===== src/rtl/qpu_dispatch.sv =====
// Dispatches COP2 quantum instructions to the QPU, stalls the pipeline until completion or
// timeout, and writes a MEASURE result back to the register file in a single RETIRE cycle.
module qpu_dispatch #(
  parameter int unsigned TIMEOUT_CYCLES = 256,
  parameter logic [5:0]  MEAS_CODE      = 6'h3F
) (
  input  logic        clk,
  input  logic        rst_n,
  input  logic        quantum_en,
  input  logic [31:0] instr,
  output logic        stall,
  output logic        q_valid,
  input  logic        q_ready,
  output logic [5:0]  q_gate,
  output logic [4:0]  q_target,
  output logic [4:0]  q_control,
  input  logic        q_done,
  input  logic        q_result,
  output logic        wb_en,
  output logic [4:0]  wb_addr,
  output logic [31:0] wb_data,
  output logic        timeout_err
);

  localparam int unsigned CW = $clog2(TIMEOUT_CYCLES);
  localparam logic [CW-1:0] CNT_LAST = CW'(TIMEOUT_CYCLES - 1);

  typedef enum logic [1:0] {
    ST_IDLE,
    ST_ISSUE,
    ST_WAIT,
    ST_RETIRE
  } state_e;

  state_e        state_q,   state_d;
  logic [5:0]    gate_q,    gate_d;
  logic [4:0]    target_q,  target_d;
  logic [4:0]    control_q, control_d;
  logic [4:0]    rd_q,      rd_d;
  logic [CW-1:0] cnt_q,     cnt_d;
  logic          res_q,     res_d;
  logic          terr_q,    terr_d;
  logic          q_valid_q, q_valid_d;
  logic          wb_en_q,   wb_en_d;

  // Opcode and shamt fields are decoded upstream; only the operand fields matter here.
  logic unused_instr_bits;
  assign unused_instr_bits = ^{instr[31:26], instr[10:6]};

  always_comb begin
    state_d   = state_q;
    gate_d    = gate_q;
    target_d  = target_q;
    control_d = control_q;
    rd_d      = rd_q;
    cnt_d     = cnt_q;
    res_d     = res_q;
    terr_d    = terr_q;
    q_valid_d = 1'b0;
    wb_en_d   = 1'b0;

    case (state_q)
      ST_IDLE: begin
        if (quantum_en) begin
          gate_d    = instr[5:0];
          target_d  = instr[20:16];
          control_d = instr[15:11];
          rd_d      = instr[25:21];
          res_d     = 1'b0;
          q_valid_d = 1'b1;
          state_d   = ST_ISSUE;
        end
      end
      ST_ISSUE: begin
        if (q_ready) begin
          cnt_d   = '0;
          state_d = ST_WAIT;
        end else begin
          q_valid_d = 1'b1;
        end
      end
      ST_WAIT: begin
        // Completion takes priority over a timeout landing in the same cycle.
        if (q_done) begin
          res_d   = q_result;
          wb_en_d = (gate_q == MEAS_CODE);
          state_d = ST_RETIRE;
        end else if (cnt_q == CNT_LAST) begin
          terr_d  = 1'b1;
          state_d = ST_RETIRE;
        end else begin
          cnt_d = cnt_q + 1'b1;
        end
      end
      ST_RETIRE: begin
        state_d = ST_IDLE;
      end
      default: begin
        state_d = ST_IDLE;
      end
    endcase
  end

  always_ff @(posedge clk) begin
    if (!rst_n) begin
      state_q   <= ST_IDLE;
      gate_q    <= '0;
      target_q  <= '0;
      control_q <= '0;
      rd_q      <= '0;
      cnt_q     <= '0;
      res_q     <= 1'b0;
      terr_q    <= 1'b0;
      q_valid_q <= 1'b0;
      wb_en_q   <= 1'b0;
    end else begin
      state_q   <= state_d;
      gate_q    <= gate_d;
      target_q  <= target_d;
      control_q <= control_d;
      rd_q      <= rd_d;
      cnt_q     <= cnt_d;
      res_q     <= res_d;
      terr_q    <= terr_d;
      q_valid_q <= q_valid_d;
      wb_en_q   <= wb_en_d;
    end
  end

  // While rst_n is low the state is about to be IDLE, so behave as IDLE immediately.
  always_comb begin
    if (!rst_n) begin
      stall = quantum_en;
    end else begin
      stall = ((state_q == ST_IDLE) && quantum_en) ||
              (state_q == ST_ISSUE) || (state_q == ST_WAIT);
    end
  end

  assign q_valid     = q_valid_q;
  assign q_gate      = gate_q;
  assign q_target    = target_q;
  assign q_control   = control_q;
  assign wb_en       = wb_en_q;
  assign wb_addr     = rd_q;
  assign wb_data     = {31'b0, res_q};
  assign timeout_err = terr_q;

endmodule


===== config.mk =====
export PLATFORM = sky130hd
export DESIGN_NAME = qpu_dispatch
export DESIGN_NICKNAME = d
export VERILOG_FILES = /design/src/rtl/qpu_dispatch.sv
export SDC_FILE = /design/constraint.sdc
export NUM_CORES = 1
export LEC_CHECK = 0
export ABC_AREA = 0
export ABC_CLOCK_PERIOD_IN_PS = 2000
export BUFFER_PORTS_ARGS = -buffer_cell sky130_fd_sc_hd__buf_2
export CAP_MARGIN = 40
export CORE_ASPECT_RATIO = 1.25
export CORE_MARGIN = 2
export CORE_UTILIZATION = 40
export CTS_CLUSTER_DIAMETER = 120
export DETAILED_ROUTE_END_ITERATION = 8
export GPL_ROUTABILITY_DRIVEN = 0
export GPL_TIMING_DRIVEN = 0
export PLACE_DENSITY = 0.82
export SLEW_MARGIN = 0
export SYNTH_ARGS = -nofsm -noshare
export SYNTH_HDL_FRONTEND = slang
export SYNTH_SLANG_ARGS = --single-unit

===== constraint.sdc =====
create_clock -name clk -period 2 [get_ports clk]
set_clock_uncertainty 0.2 [all_clocks]
set_input_delay 0.4 -clock clk [delete_from_list [all_inputs] [get_ports clk]]
set_output_delay 0.4 -clock clk [all_outputs]
set_load 0.02 [all_outputs]

# Word level (Yosys, flattened, before mapping)
# Cells that the tools add are included.
# word_totals
ff_bits	35
in_bits	38
output_inout_bits	57
wordCells	51
# classes
n_addsub	1
eq_ne	11
n_mux	16
bitwise_logic	1
n_reduce_logical	12
# op_table
op	n
$mux W8	3
$pmux W8 S2	1
$reduce_and A3 Y1	4
$ne A2 B2 Y1 const B	5
$add A8 B1 Y8 const B	1
$eq A8 B8 Y1 const B	1
$mux W2	4
$pmux W2 S4	1
$eq A6 B6 Y1 const B	1
$mux W1	5
$eq A2 B2 Y1 const B	2
$pmux W1 S2	2
$reduce_and A4 Y1	1
$reduce_bool A2 Y1	2
$ne A3 B3 Y1 const B	1
$eq A2 B1 Y1 const B	1
$logic_not A2 Y1	1
$logic_or A1 B1 Y1	2
$reduce_and A2 Y1	1
$logic_and A1 B1 Y1	1
$not A1 Y1	1

# Logic depth before layout (Yosys ltp)
# depth
depth_word	5
depth_mapped	7
mapped_depth_nobuf	6

# Worst setup path after synthesis
# OpenSTA, ideal clock, no wires.
# synth_path
path_type	register -> register
startpoint	register state_q[0]
endpoint	register cnt_q[3]
setup_time_ns	0.072
t_arrival_ns	1.668
required_time_ns	1.728
setup_slack_ns	0.060
stages_incl_launch_ff	7
n_path_buf	0
period_less_slack_ns	1.940
cell_sequence	dfxtp_1 > inv_1 > ha_1 > and4_1 > a221o_1 > or3_1 > a21oi_1
# synth_via
elab_chain_len	3
word_cells_on_any_way	8
cone_classes	5 x eq/ne; 1 x mux; 2 x reduce/logical
# synth_lines
element	line_no	text
start: declaration	35	state_e state_q, state_d;
start signal: assignment	117	state_q <= state_d;
$eq A2 B2 Y1 / $eq A2 B1 Y1 (equally long branches)	62	case (state_q)
$ne A2 B2 Y1 (no source line) / $reduce_bool A2 Y1 (equally long branches)	--	
$reduce_and A4 Y1 (no source line)	--	
end signal: assignment	122	cnt_q <= cnt_d;
end: declaration	40	logic [CW-1:0] cnt_q, cnt_d;
# Several ways; a longest one is shown, not always the timed one.
# A chain may end at the register's enable or synchronous reset.

# Worst setup path in the final report
# layout_path
startpoint	register state_q[0]
endpoint	register cnt_q[2]
# Same word-level chain as after synthesis.

==> run metrics <==
outcome=completed; HPWL Detailed=3014 µm; Hold Crit Class=input pin to flop; final slew viol count=0; Final setup viols=0; Crit path max-delay family=compound AO/OA/AOI/OAI gates; TNS Setup=0 ns; Crit Path Max Fanout=7; largest cells by area after synthesis=dfxtp_1 (40%), buf_4 (14%), nand2_1 (12%), a21oi_1 (8.2%), ha_1 (3.5%); DRC=0; Vias=1707; XOR/XNOR Fraction of Synth Area=0.4968%; Post-DRT Antenna Nets=0; drt wl/cell=10.84 µm; clk slew on worst S/H paths=0.08 ns; # IOs=95; Final #Nets=357; Post-Syn Area=1763 µm²; Die ar.=4958 µm²; core area=4324 µm²; type of origin of the critical path=flop; CTS Buf Count=5; Buf+Inv Stages, Crit Path=1; clk sink count=35; FFs w/ async S/R, synth=0%; Max VDD drop=0.6787 mV; period utilisation layout=97.60%; number of synthesized flops with an enable pin=0; final hold vios=0; clk_lat worst skew=0.29 ns; syn_area_per_cell=7.870 µm²; vias in the first global route=1538; Synth area leader=dfxtp_1; unrepaired setup endpoints after global routing=true; chip height=78.23 µm; first-pass GRT wire length=6479 µm; main combinational cell family by area after synthesis=simple AND/OR/NAND/NOR gates; Initial Utilization=40.77%; Diodes inserted=0; Initial DRT Pass Iterations=4; CTS root buf=clkbuf_8; total grt overflow=0; crit-path max cell delay=0.39 ns; critical path class=flop to flop; slowest CP cell=or3_1; die width=63.38 µm; Max-slew headroom=63.17%; ys flop type=dfxtp_1; clk buf depth=2; H-tree depth=2; Syn. warnings=0; Pwr Density=1043 nW/µm²; fmax=512.3 MHz; most frequent cells after synthesis=nand2_1 (55), dfxtp_1 (35), buf_4 (32), a21oi_1 (29), clkbuf_1 (9); top cell type's share of synthesized area=39.74%; largest net degree at the start of global routing=12; Crit path required time=2.02 ns; max cap viols=0; worst-margin pin slew=0.5467 ns; CTS tree=built; Post-CTS Hold Buffers=0; layout cells sized above 1=34.29%; GRT Total Usage=16.28%; Critical Path, Cell by Cell=buf_4 -> ha_4 -> mux2i_2 -> a221o_1 -> or3_1 -> a21oi_2; mux cell area share after synthesis=1.703%; Port Buf Inserts=51; DR iter-0 viols=102; Tmin final=1.952 ns; Area Growth Syn to Fin=34.63%; Synth Area in Simple Gates=23.07%; CP arrival=1.97 ns; sequential share of the synthesized area=39.74%; LEAKAGE=1.122 nW; Syn Inst Count=224; Site Rows=27; Fin Hold WS=0.1434 ns; synth unique cells=34; Avg Vias per Cell=4.576; Synth Area in Compound Gates=14.19%; drt total wl=4042 µm; count of state elements after synthesis=35; CP endpoint kind=flop; most common cell in the synthesized netlist=nand2_1; Adder-Cell Fraction of Synth Area=3.549%; initial antenna violation count=0
metrics by stage:
| stage | util [%] | std cells | setup slack [ns] | power [mW] | cell area [µm²] |
|---|---|---|---|---|---|
| global placement | 50.95 | 363 | -0.2207 | 1.782 | 2203 |
| detailed placement | 50.95 | 363 | -0.2259 | 1.803 | 2203 |
| floorplan | - | 254 | 0.06049 | 1.556 | 1876 |
| CTS | 53.96 | 372 | -0.007220 | 2.415 | 2333 |
| global route | 54.89 | 373 | -0.01707 | 2.649 | 2374 |
| finish | 54.89 | 373 | 0.04792 | 2.476 | 2374 |
power breakdown:
part / switching, mW / total (mW) / internal (mW)
sequential: 0.0666 / 0.882 / 0.816
combinational: 0.645 / 1.05 / 0.404
clock: 0.263 / 0.545 / 0.282
total: 0.974 / 2.48 / 1.50
worst paths after layout:
path | from | endpoint | slack (ns) | cells after the start
min | instr[11] | q_control[0]$_SDFFE_PN0P_ | 0.14 | 3
max reg2reg | state_q[0]$_SDFFE_PN0P_ | cnt_q[2]$_SDFFE_PN0P_ | 0.05 | 6
min reg2reg | wb_addr[4]$_SDFFE_PN0P_ | wb_addr[4]$_SDFFE_PN0P_ | 0.25 | 2
max | state_q[0]$_SDFFE_PN0P_ | cnt_q[2]$_SDFFE_PN0P_ | 0.05 | 6
registers in the layout, indices dropped and copies added (netlist names):
name         count
state_q          2
wb_addr          5
q_control        5
wb_en            1
cnt_q            8
q_target         5
res_q            1
q_valid          1
timeout_err      1
q_gate           6
metal layers:
layer / routed length, µm / global-route usage (%) / vias up
li1: - / - / 872
met1: 1721 / 18.11 / 742
met2: 1897 / 27.26 / 84
met3: 375 / 6.304 / 9
met4: 47 / 7.391 / 0
met5: 0 / 0 / -
what timing repair did:
action,in CTS,in global routing
endpoints found under the setup margin,4,5
cloned,0,0
buffers inserted,1,1
pin swaps,0,4
resized for setup,11,10
area by class of cell:
| cell class | count | area (µm²) |
|---|---|---|
| Multi-Input combinational cell | 173 | 915.9 |
| Sequential cell | 35 | 703.2 |
| Clock inverter | 1 | 8.758 |
| Clock buffer | 7 | 86.33 |
| Buffer | 42 | 297.8 |
| Inverter | 4 | 16.27 |
| Fill cell | 446 | 1951 |
| Timing Repair Buffer | 53 | 272.8 |
| Tap cell | 58 | 72.57 |
logic make-up after synthesis:
logic type | Yosys count
AND/OR/NAND/NOR | 88
buffers and inverters | 46
AO/OA/AOI/OAI | 45
flip-flops | 35
adder cells (fa/ha/maj) | 5
multiplexers | 3
other | 1
XOR/XNOR | 1
worst min-delay path: stages:
cell and delay, ns:
buf_2 0.09, nand2_1 0.04, a21oi_1 0.05
cell usage in the layout, fill, tap and decap left out, types with 2 or more instances in the layout:
| cell | synthesis | layout |
|---|---|---|
| dfxtp_1 | 35 | 33 |
| nor3_1 | 2 | 2 |
| nor2b_1 | 2 | 2 |
| or3_1 | 3 | 3 |
| buf_2 | 0 | 50 |
| ha_4 | 0 | 2 |
| clkbuf_8 | 0 | 6 |
| nor2_1 | 3 | 3 |
| clkbuf_1 | 9 | 8 |
| mux2i_1 | 3 | 2 |
| conb_1 | 1 | 31 |
| and2_1 | 2 | 2 |
| o21ai_0 | 6 | 5 |
| nand2b_1 | 4 | 4 |
| nand3_1 | 6 | 6 |
| a31oi_1 | 2 | 2 |
| dfxtp_2 | 0 | 2 |
| nand4_1 | 5 | 5 |
| ha_2 | 0 | 2 |
| a21oi_1 | 29 | 28 |
| a211oi_1 | 2 | 2 |
| inv_2 | 0 | 2 |
| nand2_1 | 55 | 55 |
| and3_1 | 2 | 2 |
| buf_4 | 32 | 35 |
(Power assumes the default switching activity.)
